===== config.mk =====
export PLATFORM = sky130hd
export DESIGN_NAME = sel_f2a_flat
export DESIGN_NICKNAME = d
export VERILOG_FILES = /design/src/rtl/sel_f2a_pkg.sv /design/src/rtl/sel_f2a_if.sv /design/src/rtl/sel_f2a_hdr.sv /design/src/rtl/sel_f2a.sv /design/src/flat_wrapper.sv
export SDC_FILE = /design/constraint.sdc
export NUM_CORES = 1
export LEC_CHECK = 0
export BUFFER_PORTS_ARGS = -buffer_cell sky130_fd_sc_hd__buf_2
export CAP_MARGIN = 20
export CORE_MARGIN = 2
export CORE_UTILIZATION = 35
export CTS_CLUSTER_SIZE = 40
export DETAILED_ROUTE_END_ITERATION = 6
export PLACE_DENSITY_LB_ADDON = 0.1
export SKIP_CTS_REPAIR_TIMING = 1
export SYNTH_ARGS = -nofsm -noshare
export SYNTH_HDL_FRONTEND = slang
export SYNTH_SLANG_ARGS = --single-unit

===== constraint.sdc =====
create_clock -name clk_i -period 2 [get_ports clk_i]
set_input_delay 0.2 -clock clk_i [delete_from_list [all_inputs] [get_ports clk_i]]
set_output_delay 0.2 -clock clk_i [all_outputs]
set_load 0.01 [all_outputs]

===== src/rtl/sel_f2a_pkg.sv =====
// Shared constants for the host-to-FPGA packet demultiplexer: header field
// positions, destination codes, FSM state encoding and IQ packing widths.
package sel_f2a_pkg;

    localparam int unsigned FT_DATA_WIDTH    = 32;
    localparam int unsigned IQ_PAIR_WIDTH    = 24;
    localparam int unsigned IQ_HALF_WIDTH    = IQ_PAIR_WIDTH / 2;
    localparam int unsigned QSTART_BIT_INDEX = 16;

    // Header layout
    localparam int unsigned DEST_MSB = 31;
    localparam int unsigned DEST_LSB = 28;
    localparam int unsigned N_MSB    = 27;
    localparam int unsigned N_LSB    = 20;

    localparam logic [3:0] DEST_CPU = 4'd0;
    localparam logic [3:0] DEST_IQ  = 4'd1;

    // One-hot FSM state bit positions
    localparam int unsigned ST_IDLE_IDX = 0;
    localparam int unsigned ST_CPU_IDX  = 1;
    localparam int unsigned ST_IQ_IDX   = 2;
    localparam int unsigned ST_DROP_IDX = 3;

    typedef enum logic [3:0] {
        StIdle   = 4'b0001,
        StCpuPay = 4'b0010,
        StIqPay  = 4'b0100,
        StDrop   = 4'b1000
    } state_e;

endpackage


===== src/rtl/sel_f2a_if.sv =====
// Bus bundle of sel_f2a: FTDI receive side plus ECPU and TX FIFO write sides.
// SEL_F2A_DROPCNT_EN adds the drop_cnt_o counter signal.
interface sel_f2a_if;
    import sel_f2a_pkg::*;

    logic [FT_DATA_WIDTH-1:0] data_i;
    logic                     we_i;
    logic                     ready_o;
    logic [FT_DATA_WIDTH-1:0] cpu_data_o;
    logic                     cpu_we_o;
    logic                     cpu_full_i;
    logic [3:0]               cpu_blkcnt_o;
    logic [IQ_PAIR_WIDTH-1:0] iq_data_o;
    logic                     iq_we_o;
    logic                     iq_full_i;
`ifdef SEL_F2A_DROPCNT_EN
    logic [15:0]              drop_cnt_o;
`endif

    modport slave (
        input  data_i, we_i, cpu_full_i, iq_full_i,
        output ready_o, cpu_data_o, cpu_we_o, cpu_blkcnt_o, iq_data_o, iq_we_o
`ifdef SEL_F2A_DROPCNT_EN
        , drop_cnt_o
`endif
    );

    modport master (
        output data_i, we_i, cpu_full_i, iq_full_i,
        input  ready_o, cpu_data_o, cpu_we_o, cpu_blkcnt_o, iq_data_o, iq_we_o
`ifdef SEL_F2A_DROPCNT_EN
        , drop_cnt_o
`endif
    );

endinterface


===== src/rtl/sel_f2a_hdr.sv =====
// Combinational header decoder: destination class and payload word count.
module sel_f2a_hdr
    import sel_f2a_pkg::*;
(
    input  logic [FT_DATA_WIDTH-1:0] word,
    output logic                     dest_cpu,
    output logic                     dest_iq,
    output logic                     dest_bad,
    output logic [7:0]               n
);

    logic [3:0] dest;
    logic       unused_opaque;

    assign dest     = word[DEST_MSB:DEST_LSB];
    assign n        = word[N_MSB:N_LSB];
    assign dest_cpu = (dest == DEST_CPU);
    assign dest_iq  = (dest == DEST_IQ);
    assign dest_bad = ~dest_cpu & ~dest_iq;

    // Low header bits carry no routing information
    assign unused_opaque = ^word[N_LSB-1:0];

endmodule


===== src/rtl/sel_f2a.sv =====
// Host-to-FPGA packet demultiplexer. Parses a header per packet and routes the
// payload to the ECPU FIFO, to the TX FIFO as packed IQ pairs, or drops it.
// Optional build macro: SEL_F2A_DROPCNT_EN (invalid-destination header counter).
module sel_f2a
    import sel_f2a_pkg::*;
(
    input  logic     clk_i,
    input  logic     reset_n,
    sel_f2a_if.slave bus
);

    state_e                   state_q, state_d;
    logic [7:0]               cnt_q, cnt_d;
    logic                     cpu_we_q, cpu_we_d;
    logic [FT_DATA_WIDTH-1:0] cpu_data_q, cpu_data_d;
    logic                     iq_we_q, iq_we_d;
    logic [IQ_PAIR_WIDTH-1:0] iq_data_q, iq_data_d;
    logic [3:0]               blkcnt_q, blkcnt_d;
    logic [FT_DATA_WIDTH-1:0] data;
    logic                     ready;
    logic                     accept;
    logic                     hdr_cpu, hdr_iq, hdr_bad;
    logic [7:0]               hdr_n;

    assign data   = bus.data_i;
    assign accept = bus.we_i & ready;

    sel_f2a_hdr u_hdr (
        .word     (data),
        .dest_cpu (hdr_cpu),
        .dest_iq  (hdr_iq),
        .dest_bad (hdr_bad),
        .n        (hdr_n)
    );

    // Intake readiness depends only on state and the downstream almost-full flags
    always_comb begin
        ready = 1'b1;
        unique case (state_q)
            StCpuPay: ready = ~bus.cpu_full_i;
            StIqPay:  ready = ~bus.iq_full_i;
            default:  ready = 1'b1;
        endcase
    end

    // Next-state, payload counter and registered write outputs
    always_comb begin
        state_d    = state_q;
        cnt_d      = cnt_q;
        cpu_we_d   = 1'b0;
        cpu_data_d = cpu_data_q;
        iq_we_d    = 1'b0;
        iq_data_d  = iq_data_q;
        blkcnt_d   = blkcnt_q;
        if (accept) begin
            unique case (state_q)
                StIdle: begin
                    cnt_d = hdr_n;
                    if (hdr_cpu) begin
                        cpu_we_d   = 1'b1;
                        cpu_data_d = data;
                        if (hdr_n == 8'd0) blkcnt_d = blkcnt_q + 4'd1;
                        else               state_d  = StCpuPay;
                    end else if (hdr_iq) begin
                        if (hdr_n != 8'd0) state_d = StIqPay;
                    end else begin
                        if (hdr_n != 8'd0) state_d = StDrop;
                    end
                end
                StCpuPay: begin
                    cpu_we_d   = 1'b1;
                    cpu_data_d = data;
                    cnt_d      = cnt_q - 8'd1;
                    if (cnt_q == 8'd1) begin
                        blkcnt_d = blkcnt_q + 4'd1;
                        state_d  = StIdle;
                    end
                end
                StIqPay: begin
                    iq_we_d   = 1'b1;
                    iq_data_d = {data[QSTART_BIT_INDEX+IQ_HALF_WIDTH-1:QSTART_BIT_INDEX],
                                 data[IQ_HALF_WIDTH-1:0]};
                    cnt_d     = cnt_q - 8'd1;
                    if (cnt_q == 8'd1) state_d = StIdle;
                end
                StDrop: begin
                    cnt_d = cnt_q - 8'd1;
                    if (cnt_q == 8'd1) state_d = StIdle;
                end
                default: state_d = StIdle;
            endcase
        end
    end

    // State and output registers; reset also kills a strobe pending from the prior edge
    always_ff @(posedge clk_i) begin
        if (!reset_n) begin
            state_q    <= StIdle;
            cnt_q      <= 8'd0;
            cpu_we_q   <= 1'b0;
            cpu_data_q <= '0;
            iq_we_q    <= 1'b0;
            iq_data_q  <= '0;
            blkcnt_q   <= 4'd0;
        end else begin
            state_q    <= state_d;
            cnt_q      <= cnt_d;
            cpu_we_q   <= cpu_we_d;
            cpu_data_q <= cpu_data_d;
            iq_we_q    <= iq_we_d;
            iq_data_q  <= iq_data_d;
            blkcnt_q   <= blkcnt_d;
        end
    end

    assign bus.ready_o      = ready;
    assign bus.cpu_we_o     = cpu_we_q;
    assign bus.cpu_data_o   = cpu_data_q;
    assign bus.iq_we_o      = iq_we_q;
    assign bus.iq_data_o    = iq_data_q;
    assign bus.cpu_blkcnt_o = blkcnt_q;

`ifdef SEL_F2A_DROPCNT_EN
    logic [15:0] drop_cnt_q;

    // Saturating count of headers with an invalid destination, N=0 included
    always_ff @(posedge clk_i) begin
        if (!reset_n) begin
            drop_cnt_q <= 16'd0;
        end else if (accept && (state_q == StIdle) && hdr_bad && (drop_cnt_q != 16'hFFFF)) begin
            drop_cnt_q <= drop_cnt_q + 16'd1;
        end
    end

    assign bus.drop_cnt_o = drop_cnt_q;
`endif

endmodule


===== src/flat_wrapper.sv =====
// flat-port wrapper written by rule: the top's interface ports become plain ports
module sel_f2a_flat import sel_f2a_pkg::*;
  (clk_i, reset_n, bus_data_i, bus_we_i, bus_cpu_full_i, bus_iq_full_i, bus_ready_o, bus_cpu_data_o, bus_cpu_we_o, bus_cpu_blkcnt_o, bus_iq_data_o, bus_iq_we_o);
  sel_f2a_if bus_i ();
  input  logic clk_i;
  input  logic reset_n;
  input wire logic [$bits(bus_i.data_i)-1:0] bus_data_i;
  input wire logic [$bits(bus_i.we_i)-1:0] bus_we_i;
  input wire logic [$bits(bus_i.cpu_full_i)-1:0] bus_cpu_full_i;
  input wire logic [$bits(bus_i.iq_full_i)-1:0] bus_iq_full_i;
  output wire logic [$bits(bus_i.ready_o)-1:0] bus_ready_o;
  output wire logic [$bits(bus_i.cpu_data_o)-1:0] bus_cpu_data_o;
  output wire logic [$bits(bus_i.cpu_we_o)-1:0] bus_cpu_we_o;
  output wire logic [$bits(bus_i.cpu_blkcnt_o)-1:0] bus_cpu_blkcnt_o;
  output wire logic [$bits(bus_i.iq_data_o)-1:0] bus_iq_data_o;
  output wire logic [$bits(bus_i.iq_we_o)-1:0] bus_iq_we_o;
  assign bus_i.data_i = bus_data_i;
  assign bus_i.we_i = bus_we_i;
  assign bus_i.cpu_full_i = bus_cpu_full_i;
  assign bus_i.iq_full_i = bus_iq_full_i;
  assign bus_ready_o = bus_i.ready_o;
  assign bus_cpu_data_o = bus_i.cpu_data_o;
  assign bus_cpu_we_o = bus_i.cpu_we_o;
  assign bus_cpu_blkcnt_o = bus_i.cpu_blkcnt_o;
  assign bus_iq_data_o = bus_i.iq_data_o;
  assign bus_iq_we_o = bus_i.iq_we_o;
  sel_f2a u_core (.clk_i(clk_i), .reset_n(reset_n), .bus(bus_i));
endmodule

=== After elaboration in Yosys (flattened, before gate mapping) ===
Cells that the tools add are included.

* Register bits: 74
* Input port bits: 37

* Add/subtract/negate cells: 2
* Equal/unequal tests: 12
* Muxes and demuxes: 18
* Bitwise logic cells: 3
* Reduce and logical (&&, ||, !) cells: 12

{| class="wikitable"
|+ Operator list
! cell !! number
|-
| $pmux W32 S2 || 1
|-
| $mux W4 || 9
|-
| $mux W32 || 1
|-
| $pmux W4 S2 || 2
|-
| $pmux W8 S2 || 1
|-
| $eq A4 B1 Y1 const B || 2
|-
| $eq A8 B1 Y1 const B || 1
|-
| $logic_not A8 Y1 || 1
|-
| $ne A2 B1 Y1 const B || 4
|-
| $reduce_bool A8 Y1 || 1
|-
| $sub A8 B1 Y8 const B || 1
|-
| $reduce_and A2 Y1 || 3
|-
| $reduce_and A5 Y1 || 1
|-
| $add A4 B1 Y4 const B || 1
|-
| $eq A4 B2 Y1 const B || 1
|-
| $eq A4 B3 Y1 const B || 1
|-
| $eq A4 B4 Y1 const B || 1
|-
| $logic_not A4 Y1 || 1
|-
| $pmux W1 S2 || 2
|-
| $reduce_and A4 Y1 || 1
|-
| $reduce_bool A2 Y1 || 2
|-
| $ne A3 B1 Y1 const B || 1
|-
| $ne A3 B3 Y1 const B || 1
|-
| $reduce_and A3 Y1 || 1
|-
| other kinds (4) || 6
|}

=== Depth between registers and ports, before layout ===
* Depth in word-level cells: 5
* Depth in mapped cells: 8

=== Cells and area by module ===
A second synthesis with hierarchy kept.

* Cell total of the unflattened synthesis: 332
* Area total of the unflattened synthesis: 3198.1 um2

{| class="wikitable"
|+ Modules (own cells, without submodules)
! module !! times used !! cells each !! area each (um2)
|-
| sel_f2a || 1 || 321 || 3116.7
|-
| sel_f2a_hdr || 1 || 11 || 81.3
|}

=== Worst setup path after synthesis ===
No wires, ideal clock.

* Path type: register to register
* Start: reg u_core.cnt_q[2]
* End: reg u_core.blkcnt_q[3] (netlist: u_core.bus.cpu_blkcnt_o[3])
* Setup time: 0.070 ns
* Arrival: 1.892 ns
* Required time: 1.930 ns
* Setup slack: 0.038 ns
* Stages on the path, launching flop included: 6
* Period minus slack after synthesis: 1.962 ns
* Cells stage by stage: dfxtp_1 -> or4_4 -> nor4b_4 -> o2bb2ai_2 -> or4_1 -> a21oi_1

* Word-level cells in the longest chain between the ends: 3

{| class="wikitable"
|+ RTL lines
! element !! line !! RTL
|-
| start, declared || sel_f2a.sv:13 || <nowiki>logic [7:0] cnt_q, cnt_d;</nowiki>
|-
| start signal, assigned || sel_f2a.sv:107 || <nowiki>cnt_q <= cnt_d;</nowiki>
|-
| $eq A8 B1 Y1 || sel_f2a.sv:74 || <nowiki>if (cnt_q == 8'd1) begin</nowiki>
|-
| $ne A2 B1 Y1 (no line) || -- ||
|-
| $reduce_and A5 Y1 (no line) || -- ||
|-
| end signal, assigned || sel_f2a.sv:112 || <nowiki>blkcnt_q <= blkcnt_d;</nowiki>
|-
| end, declared || sel_f2a.sv:18 || <nowiki>logic [3:0] blkcnt_q, blkcnt_d;</nowiki>
|}

No other way between the ends.
A chain may end at the register's enable or synchronous reset.

=== Final worst setup path ===
Same ends and word-level chain as after synthesis.

==> impl_results.md <==
- R2R Path End: u_core.bus.cpu_blkcnt_o[3]
- Drt total wl: 7.942 mm
- Maximum VDD drop: 337.6 uV
- CP Capture Type: flop
- Non-filler cells, final: 565
- TritonRoute pass-1 iters: 4
- Fraction of registers with async set or reset after synthesis: 0%
- Area after DPL: 3756 um^2
- Worst Hold Launch: bus_data_i[1]
- Die X: approximately 100 um
- Worst min-delay path class: in -> reg
- Avg WL per Cell: around 14 um
- # rows: 34
- Area of the multi-input gates: 1456 um^2
- CP required: 2.28 ns
- Syn Inst Count: 346
- Period minus WS final: around 1.9 ns
- Endpoints failing hold: 0
- Slew Limit Fails: 0
- R2r startpoint: u_core.cnt_q[2]
- Starting Density: 35.61%
- IO Pins: 100
- Total GRT Usage: 16.75%
- CP Max Fanout: 5
- Detailed-route via count: 2779
- TNS Setup: 0 ns
- Synth Area per Inst: 8.845 um^2
- Leading cell type in the layout, fill and taps excluded: buf_2
- DR iter-0 viols: 95
- First-pass GRT wire length: between 10 and 15 mm
- Die height: 97.51 um
- DP HPWL: 5.401 mm
- Number of diodes: 0
- Yosys warns: 0
- Seq/Total Area, Yosys: 48.41%
- Kind of critical path: reg -> reg
- Routed Antenna Nets: 0
- DRC errors left: 0
- CP peak stage delay: 0.56 ns
- GRT overflow: 0
- Crit start category: flop
- Seq cells post-synth: 74
- Max-cap violations: 0
- Synth cell types: roughly 40
- Die Area: between 9000 and 10000 um^2
- Period utilization: 97.48%
- Clock latency on the worst-skew pair: 0.34 ns
- Core Area: 8593 um^2
- Lkg Pwr: 1.946 nW
- Hold depth: 3
- Largest net degree at the start of global routing: 68
- Final Net Count: around 490
- Critical path cell sequence: or4_4 -> nor4b_4 -> o2bb2ai_2 -> or4_1 -> a21oi_1
- Hold endpoint: u_core.bus.iq_data_o[1]
- Total power: 2.915 mW
- R2R depth: 5
- Outcome: completed
- Area growth, synth to finish: 28.99%
- Finished Cell Area: 3948 um^2
- Crit path max-delay cell type: or4_4
- R2R Setup Slk: 0.05 ns
- Comb power frac: a little under an eighth
- CTS buffer count: 9
- DP Cell Count: 548
- Final WS setup: 0.05041 ns
- Net count after synthesis: 386
- Reg area: 1485 um^2
- Drt via density: 4.919
- Most frequent cells in the layout: 99 x buf_2, 71 x dfxtp_1, 64 x nand2_1, 44 x nor2_1, 36 x a21oi_1
- Final Skew: ~0.011 ns
- Clock slew at reported path FFs: around 0.080 ns
- Clock power share: 36.0%
- Fmax: 512.9 MHz
- CP arrival: ~2.2 ns
- Clk buf depth: 2
- Layout cells sized above 1: 32.17%
- Sw Share: 26.58%
- Initial antenna violation count: 0
- P_sw: a little under 0.8 mW
- RSZ-0062 raised after global routing: false
- Pwr Density: between 700 and 800 nW/um^2
- Fill cell count: approximately 900
- GP Congestion: 0.8496
- Clock sinks: 74
- Root buf cell: clkbuf_8
- Worst-Margin Slew: approximately 0.42 ns
- CTS tree: done
- Final setup vio count: 0
- Clock H-tree levels: 3
- Slew Limit Headroom: slightly above 70%
- Vias in the first global route: 2535
- Int Pwr: around 2.1 mW
- Mapped cell area: 3060 um^2
- Synth Flop Type: dfxtp_1
- Pre-CTS WS: 0.01560 ns
- Number of enable flip-flop cells after synthesis: 0
- # port buffers: 99
- Seq pwr share: 52.6%
## per-layer routing
metal,up-vias,share of wire (%),GRT usage [%]
met1,1297,47,22.56
met5,-,0,0
li1,1399,-,-
met4,0,1.4,5.128
met3,12,6.2,5.899
met2,71,45,25.25
## kinds of logic (layout without fill, tap and decap cells)
| family | count (synthesis) | after routing | synth area share (%) |
|---|---|---|---|
| compound gates | 65 | 65 | 13.12 |
| fa+ha+maj | 3 | 3 | 1.227 |
| buf+inv | 28 | 139 | 4.252 |
| flops | 74 | 74 | 48.41 |
| mux | 34 | 34 | 11.12 |
| simple gates | 142 | 142 | 21.87 |
## sequential cells by signal, summed over array words and instances, names as in the netlist
| register | cells |
|---|---|
| u_core.bus.cpu_data_o | 32 |
| u_core.bus.iq_data_o | 24 |
| u_core.cnt_q | 8 |
| u_core.bus.cpu_blkcnt_o | 4 |
| u_core.state_q | 4 |
| u_core.bus.cpu_we_o | 1 |
| u_core.bus.iq_we_o | 1 |
## power by group through the flow
stage                     clock network, mW  logic (mW)  registers, mW
after floorplan                           0       0.188           1.57
after global placement                    0       0.328           1.57
after detailed placement                  0       0.331           1.57
after CTS                              1.09       0.333           1.53
after global routing                   1.16       0.367           1.54
final                                  1.05       0.332           1.53
## per-stage QoR
step | hold WS [ns] | util (%)
floorplan | 0.3360 | -
global placement | 0.4326 | 43.71
detailed placement | 0.4423 | 43.71
CTS | 0.08011 | 45.81
global route | 0.08811 | 45.94
finish | 0.09656 | 45.94
## worst max path at each step
stage | start | endpoint
3_3_place_gp | u_core.state_q[3] | u_core.bus.cpu_data_o[30]
4_1_cts | u_core.state_q[2] | u_core.bus.cpu_data_o[11]
2_1_floorplan | u_core.cnt_q[2] | u_core.bus.cpu_blkcnt_o[3]
6_report | u_core.cnt_q[2] | u_core.bus.cpu_blkcnt_o[3]
5_1_grt | u_core.state_q[3] | u_core.bus.cpu_blkcnt_o[2]
3_5_place_dp | u_core.state_q[2] | u_core.bus.cpu_data_o[11]
## layout make-up
cell class	count	area share (%)
Tap cell	108	3.423
Inverter	6	0.5705
Multi-Input combinational cell	244	36.89
Clock inverter	5	0.9826
Sequential cell	74	37.62
Clock buffer	11	3.582
Timing Repair Buffer	117	16.93
## cells in the mapped netlist (all sizes together) (4+ instances only)
cell    number  area, um^2
buf          6       38.79
mux2i       34       340.3
o21ai        4       23.77
and3b        4       35.03
o211ai       6       45.04
nand3        5       25.02
nand2       64       240.2
o31ai        9       67.56
nor2        44       165.2
clkbuf      15       56.30
or4          5       43.79
inv          5       18.77
dfxtp       74        1481
nor3         4       20.02
a21oi       36       180.2
## worst max-delay path: cells and delay by family (launching register included)
| kind | cells | cell delay [ns] |
|---|---|---|
| AOI/OAI and AO/OA | 2 | 0.28 |
| DFF | 1 | 0.31 |
| and+or+nand+nor | 3 | 1.30 |
Note: power is estimated with default switching activity, not from simulation.
